===== src/rtl/decode_stage.sv =====
// rtl/decode_stage.sv - RV instruction decode stage with a DEPTH-entry decoded-record FIFO
// Decode happens at push time; the head record is presented straight from storage.
module decode_stage #(
    parameter int XLEN  = 32,
    parameter int DEPTH = 2
) (
    input  logic                    clk_i,
    input  logic                    rst_n_i,
    input  logic                    flush_i,
    input  logic                    in_valid_i,
    output logic                    in_ready_o,
    input  logic [31:0]             instr_i,
    input  logic [XLEN-1:0]         pc_i,
    output logic                    out_valid_o,
    input  logic                    out_ready_i,
    output logic [XLEN-1:0]         out_pc_o,
    output logic [4:0]              rs1_o,
    output logic [4:0]              rs2_o,
    output logic [4:0]              rd_o,
    output logic [6:0]              op_o,
    output logic [2:0]              funct3_o,
    output logic [6:0]              funct7_o,
    output logic [5:0]              fmt_o,
    output logic [XLEN-1:0]         imm_o,
    output logic                    illegal_o,
    output logic [$clog2(DEPTH):0]  count_o
);

    localparam int CW = $clog2(DEPTH) + 1;
    localparam int PW = (DEPTH > 1) ? $clog2(DEPTH) : 1;

    localparam logic [5:0] FMT_R = 6'b000001;
    localparam logic [5:0] FMT_I = 6'b000010;
    localparam logic [5:0] FMT_S = 6'b000100;
    localparam logic [5:0] FMT_B = 6'b001000;
    localparam logic [5:0] FMT_U = 6'b010000;
    localparam logic [5:0] FMT_J = 6'b100000;

    // The raw instruction is kept so the register/opcode fields are plain slices of it.
    typedef struct packed {
        logic [XLEN-1:0] pc;
        logic [31:0]     instr;
        logic [5:0]      fmt;
        logic [XLEN-1:0] imm;
        logic            illegal;
    } rec_t;

    logic [5:0]  fmt_dec;
    logic [31:0] imm32;
    rec_t        rec_in;
    rec_t        head;

    rec_t        mem_q [DEPTH];
    rec_t        mem_d [DEPTH];
    logic [PW-1:0] wr_ptr_q, wr_ptr_d;
    logic [PW-1:0] rd_ptr_q, rd_ptr_d;
    logic [CW-1:0] count_q, count_d;

    logic push;
    logic pop;

    always_comb begin
        fmt_dec = '0;
        if (instr_i[1:0] == 2'b11) begin
            case (instr_i[6:0])
                7'b0110011: begin
                    if (instr_i[31:25] == 7'b0000000 || instr_i[31:25] == 7'b0100000) begin
                        fmt_dec = FMT_R;
                    end
                end
                7'b0010011, 7'b0000011, 7'b1100111: fmt_dec = FMT_I;
                7'b0100011:                         fmt_dec = FMT_S;
                7'b1100011:                         fmt_dec = FMT_B;
                7'b0110111, 7'b0010111:             fmt_dec = FMT_U;
                7'b1101111:                         fmt_dec = FMT_J;
                default:                            fmt_dec = '0;
            endcase
        end
    end

    // Illegal and R-format both fall through to a zero immediate.
    always_comb begin
        imm32 = '0;
        case (fmt_dec)
            FMT_I: imm32 = {{20{instr_i[31]}}, instr_i[31:20]};
            FMT_S: imm32 = {{20{instr_i[31]}}, instr_i[31:25], instr_i[11:7]};
            FMT_B: imm32 = {{19{instr_i[31]}}, instr_i[31], instr_i[7], instr_i[30:25],
                            instr_i[11:8], 1'b0};
            FMT_U: imm32 = {instr_i[31:12], 12'b0};
            FMT_J: imm32 = {{11{instr_i[31]}}, instr_i[31], instr_i[19:12], instr_i[20],
                            instr_i[30:21], 1'b0};
            default: imm32 = '0;
        endcase
    end

    always_comb begin
        rec_in         = '0;
        rec_in.pc      = pc_i;
        rec_in.instr   = instr_i;
        rec_in.fmt     = fmt_dec;
        rec_in.imm     = XLEN'($signed(imm32));
        rec_in.illegal = (fmt_dec == '0);
    end

    assign in_ready_o  = (count_q < CW'(DEPTH)) && !flush_i;
    assign out_valid_o = (count_q != '0);
    assign push        = in_valid_i && in_ready_o;
    assign pop         = out_valid_o && out_ready_i && !flush_i;

    always_comb begin
        mem_d    = mem_q;
        wr_ptr_d = wr_ptr_q;
        rd_ptr_d = rd_ptr_q;
        count_d  = count_q;
        if (flush_i) begin
            wr_ptr_d = '0;
            rd_ptr_d = '0;
            count_d  = '0;
        end else begin
            if (push) begin
                mem_d[wr_ptr_q] = rec_in;
                wr_ptr_d = (wr_ptr_q == PW'(DEPTH - 1)) ? '0 : wr_ptr_q + 1'b1;
            end
            if (pop) begin
                rd_ptr_d = (rd_ptr_q == PW'(DEPTH - 1)) ? '0 : rd_ptr_q + 1'b1;
            end
            case ({push, pop})
                2'b10:   count_d = count_q + 1'b1;
                2'b01:   count_d = count_q - 1'b1;
                default: count_d = count_q;
            endcase
        end
    end

    always_ff @(posedge clk_i or negedge rst_n_i) begin
        if (!rst_n_i) begin
            wr_ptr_q <= '0;
            rd_ptr_q <= '0;
            count_q  <= '0;
        end else begin
            wr_ptr_q <= wr_ptr_d;
            rd_ptr_q <= rd_ptr_d;
            count_q  <= count_d;
        end
    end

    // Storage needs no reset: empty entries are masked at the output.
    always_ff @(posedge clk_i) begin
        mem_q <= mem_d;
    end

    always_comb begin
        head = '0;
        if (out_valid_o) begin
            head = mem_q[rd_ptr_q];
        end
    end

    assign out_pc_o  = head.pc;
    assign rs1_o     = head.instr[19:15];
    assign rs2_o     = head.instr[24:20];
    assign rd_o      = head.instr[11:7];
    assign op_o      = head.instr[6:0];
    assign funct3_o  = head.instr[14:12];
    assign funct7_o  = head.instr[31:25];
    assign fmt_o     = head.fmt;
    assign imm_o     = head.imm;
    assign illegal_o = head.illegal;
    assign count_o   = count_q;

endmodule

===== config.mk =====
export PLATFORM = sky130hd
export DESIGN_NAME = decode_stage
export DESIGN_NICKNAME = d
export VERILOG_FILES = /design/src/rtl/decode_stage.sv
export SDC_FILE = /design/constraint.sdc
export NUM_CORES = 1
export LEC_CHECK = 0
export ABC_AREA = 1
export ABC_CLOCK_PERIOD_IN_PS = 6600
export CAP_MARGIN = 20
export CELL_PAD_IN_SITES_DETAIL_PLACEMENT = 1
export CELL_PAD_IN_SITES_GLOBAL_PLACEMENT = 2
export CORE_MARGIN = 5
export CORE_UTILIZATION = 33
export DETAILED_ROUTE_END_ITERATION = 8
export PLACE_DENSITY = 0.88
export RECOVER_POWER = 25
export SYNTH_ARGS = -nofsm -noshare
export SYNTH_HDL_FRONTEND = slang
export SYNTH_SLANG_ARGS = --single-unit

===== constraint.sdc =====
create_clock -name clk_i -period 6.6 [get_ports clk_i]
set_input_delay 1.32 -clock clk_i [delete_from_list [all_inputs] [get_ports clk_i]]
set_output_delay 1.32 -clock clk_i [all_outputs]
set_load 0.005 [all_outputs]

==> flow_summary_export.csv <==
group,metric,value,unit
setup_path,worstPathRequired,5280,ps
floorplanning,die_x,172.3,um
layout,nets,1016,
routing,drt_iter0_markers,333,
logic_synthesis,syn_area,8692,um^2
logic_synthesis,syn_area_per_cell,11.16,um^2
placed_design,dp_slack,2323,ps
routing,dr.pass1.iters,4,
grt,gr-total-overflow,0,
layout,regArea,6290,um^2
placed_design,numPortBuffers,175,
routing,wl,24.41,mm
setup_path,cpMaxStageDelayCell,"dfrtp_4",
placed_design,hpwl,16.08,mm
grt,grt_usage,16.12,%
layout,nFillCells,2778,
clock_network,post_cts_resized,0,
timing,drv_slew,0,
setup_path,critical_path_class,"reg -> out",
setup_path,arrival,3420,ps
timing,hold_viol_final,0,
clock_network,cts_setup_buffers,0,
grt,antenna_found_initial,2,
power,clkPwrFrac,29.9,%
layout,multi_input_area,2095,um^2
power,seqPwrFrac,39.8,%
setup_path,cp-end-kind,"output pin",
logic_synthesis,synth-seq-cells,210,
clock_network,cts.path.max_buffers,3,
timing,setup_viol,0,
grt,grt_pass1_vias,6523,
floorplanning,io_pins,176,
floorplanning,rows,59,
setup_path,worst-path-max-fanout,62,
clock_network,cts.clk_slew.worst_paths,60,ps
placed_design,gp_congestion,0.7282,
status,status,"finished clean",
floorplanning,die_area,29690,um^2
routing,ant_nets,0,
grt,grt_pass1_wl,37.21,mm
logic_synthesis,yosys.area.top_type,"edfxtp_1",
setup_path,startpoint_type,"flop",
flow_run,maxCapViolCount,0,
clock_network,numCtsBuffers,23,
logic_synthesis,synth-seq-area-share,72.32,%
timing,slew_headroom,31.29,%
setup_path,cp_num_buf_inv,3,
routing,via_per_inst,4.798,
logic_synthesis,synthTopCellsByArea,"edfxtp_1 (71%), nand2_1 (14%), a21oi_1 (6.0%)",
logic_synthesis,ys_warn_count,0,
logic_synthesis,yosys.area.top_type_share,71.17,%
layout,drive_above_1_share,5.809,%
power,leakage,0.004309,uW
logic_synthesis,synthCells,779,
power,powerDensity,361.0,nW/um^2
logic_synthesis,synth.distinct_cells,21,
layout,area_growth,32.13,%
grt,grt_max_degree,87,
timing,period_share,71.78,%
clock_network,postCtsHoldBufs,0,
power,ir_drop,0.0002338,V
clock_network,clk-insertion-delay-late,510,ps
timing,fin_skew,11.60,ps
timing,worstMarginPinSlew,1031,ps
clock_network,root_buffer,"clkbuf_16",
routing,drc,0,
power,intPower,2926,uW
timing,max_freq,211.1,MHz
logic_synthesis,synth_nets,848,
routing,wl_per_cell,18.78,um
floorplanning,core,25980,um^2
timing,setup_ws,1863,ps
routing,vias,6238,
placed_design,place_area,10760,um^2
timing,setup-tns-final,0,ps
timing,whs,642.5,ps
clock_network,cts_max_level,1,
floorplanning,die_height,172.3,um
power,p_sw,1219,uW
layout,final_area,11480,um^2
power,switching_share,29.41,%
setup_path,cp_top_family,"buffers and inverters",
timing,rsz0062_at_grt,"no",
power,pwr-share-comb,30.3,%
worst_hold_path,hold_class,"reg -> reg",
setup_path,cpPeakStageDelay,700,ps
setup_path,path_cells,"clkinv_2 -> buf_4 -> nand2_1 -> a21oi_1 -> clkdlybuf4s50_1",
floorplanning,start_util,33.45,%
power,p_total,4146,uW
clock_network,tritoncts,"built",
clock_network,clkSinkCount,210,
timing,period_needed,4737,ps
==> placed cells by master (no fill, tap or decap), types with 2 or more instances in the layout <==
cell,count
buf_4,7
nor2_4,5
nand2_4,2
nand2_1,320
nor2_1,21
nand2_2,3
clkbuf_8,2
clkdlybuf4s50_1,110
inv_1,36
nor3_1,3
nor2_2,3
edfxtp_1,206
a21oi_1,104
inv_2,2
clkbuf_1,10
nand3_1,26
clkinv_1,2
clkbuf_16,23
dfrtp_1,3
clkinv_2,3
bufinv_16,2
dlygate4sd3_1,65
==> flip-flops by register name (all words and copies together) (netlist names) <==
register,flops
wr_ptr_q,1
count_o,2
rd_ptr_q,1
mem_q,206
==> per-layer routing <==
metal | vias to the layer above | track usage (%) | part of all wire (%)
met4 | 4 | 2.700 | 1.4
met2 | 168 | 27.77 | 49
met3 | 31 | 2.972 | 5.7
met1 | 3064 | 21.73 | 44
li1 | 2971 | - | -
met5 | - | 0 | 0.11
==> power groups by stage <==
stage	combinational (uW)	sequential [uW]	clock (uW)
after detailed placement	1290	1680	0
after global placement	1280	1680	0
final	1250	1650	1240
after CTS	1300	1650	1280
after global routing	1380	1660	1340
after floorplan	529	1650	0
==> path summary, 6_finish.rpt <==
kind,start,endpoint,slack (ps),cells after the start
worst min register to register,wr_ptr_q,wr_ptr_q,640,2
worst max register to register,rd_ptr_q,rd_ptr_q,4010,4
worst min-delay path,wr_ptr_q,wr_ptr_q,640,2
min in group asynchronous,rst_n_i,count_o[1],1090,1
worst max-delay path,rd_ptr_q,out_pc_o[31],1860,5
max in group asynchronous,rst_n_i,rd_ptr_q,5290,1
==> worst register-to-register path: cells and delay by family (launching register included) <==
| family | cells | cell delay (ps) |
|---|---|---|
| buffers and inverters | 2 | 1290 |
| flip-flops | 1 | 780 |
| AND/OR/NAND/NOR | 2 | 400 |
==> synthesized netlist by cell type <==
master	n
a21oi_1	104
buf_2	24
buf_4	1
buf_6	1
clkbuf_1	13
dfrtp_1	4
edfxtp_1	206
inv_1	36
inv_2	3
nand2_1	320
nand2_2	3
nand2_4	2
nand3_1	26
nand4_1	1
nor2_1	24
nor2_2	3
nor2_4	2
nor3_1	3
nor3_2	1
o21ai_2	1
o21bai_1	1
==> per-stage QoR <==
stage          utilization (%)  instances
2_1_floorplan                -        779
3_3_place_gp             41.39       1257
3_5_place_dp             41.39       1257
4_1_cts                  44.19       1299
5_1_grt                  44.19       1299
6_report                 44.20       1300
==> layout make-up <==
class                      instances  area share (%)
antenna                            1         0.02179
sequential                       210           54.77
tap                              335           3.650
clock buffer                      35           5.578
timing repair buffer             182           15.71
clock inverter                     7          0.7517
multi-input combinational        491           18.24
inverter                          39           1.286
==> kinds of logic (layout without fill, tap and decap cells) <==
kind of cell	count (synthesis)	count (layout)	share of synthesized area, %
other cells	0	1	0
simple gates	385	385	17.66
buf+inv	78	263	3.843
flops	210	210	72.32
compound gates	106	106	6.175
(Power assumes the default switching activity.)
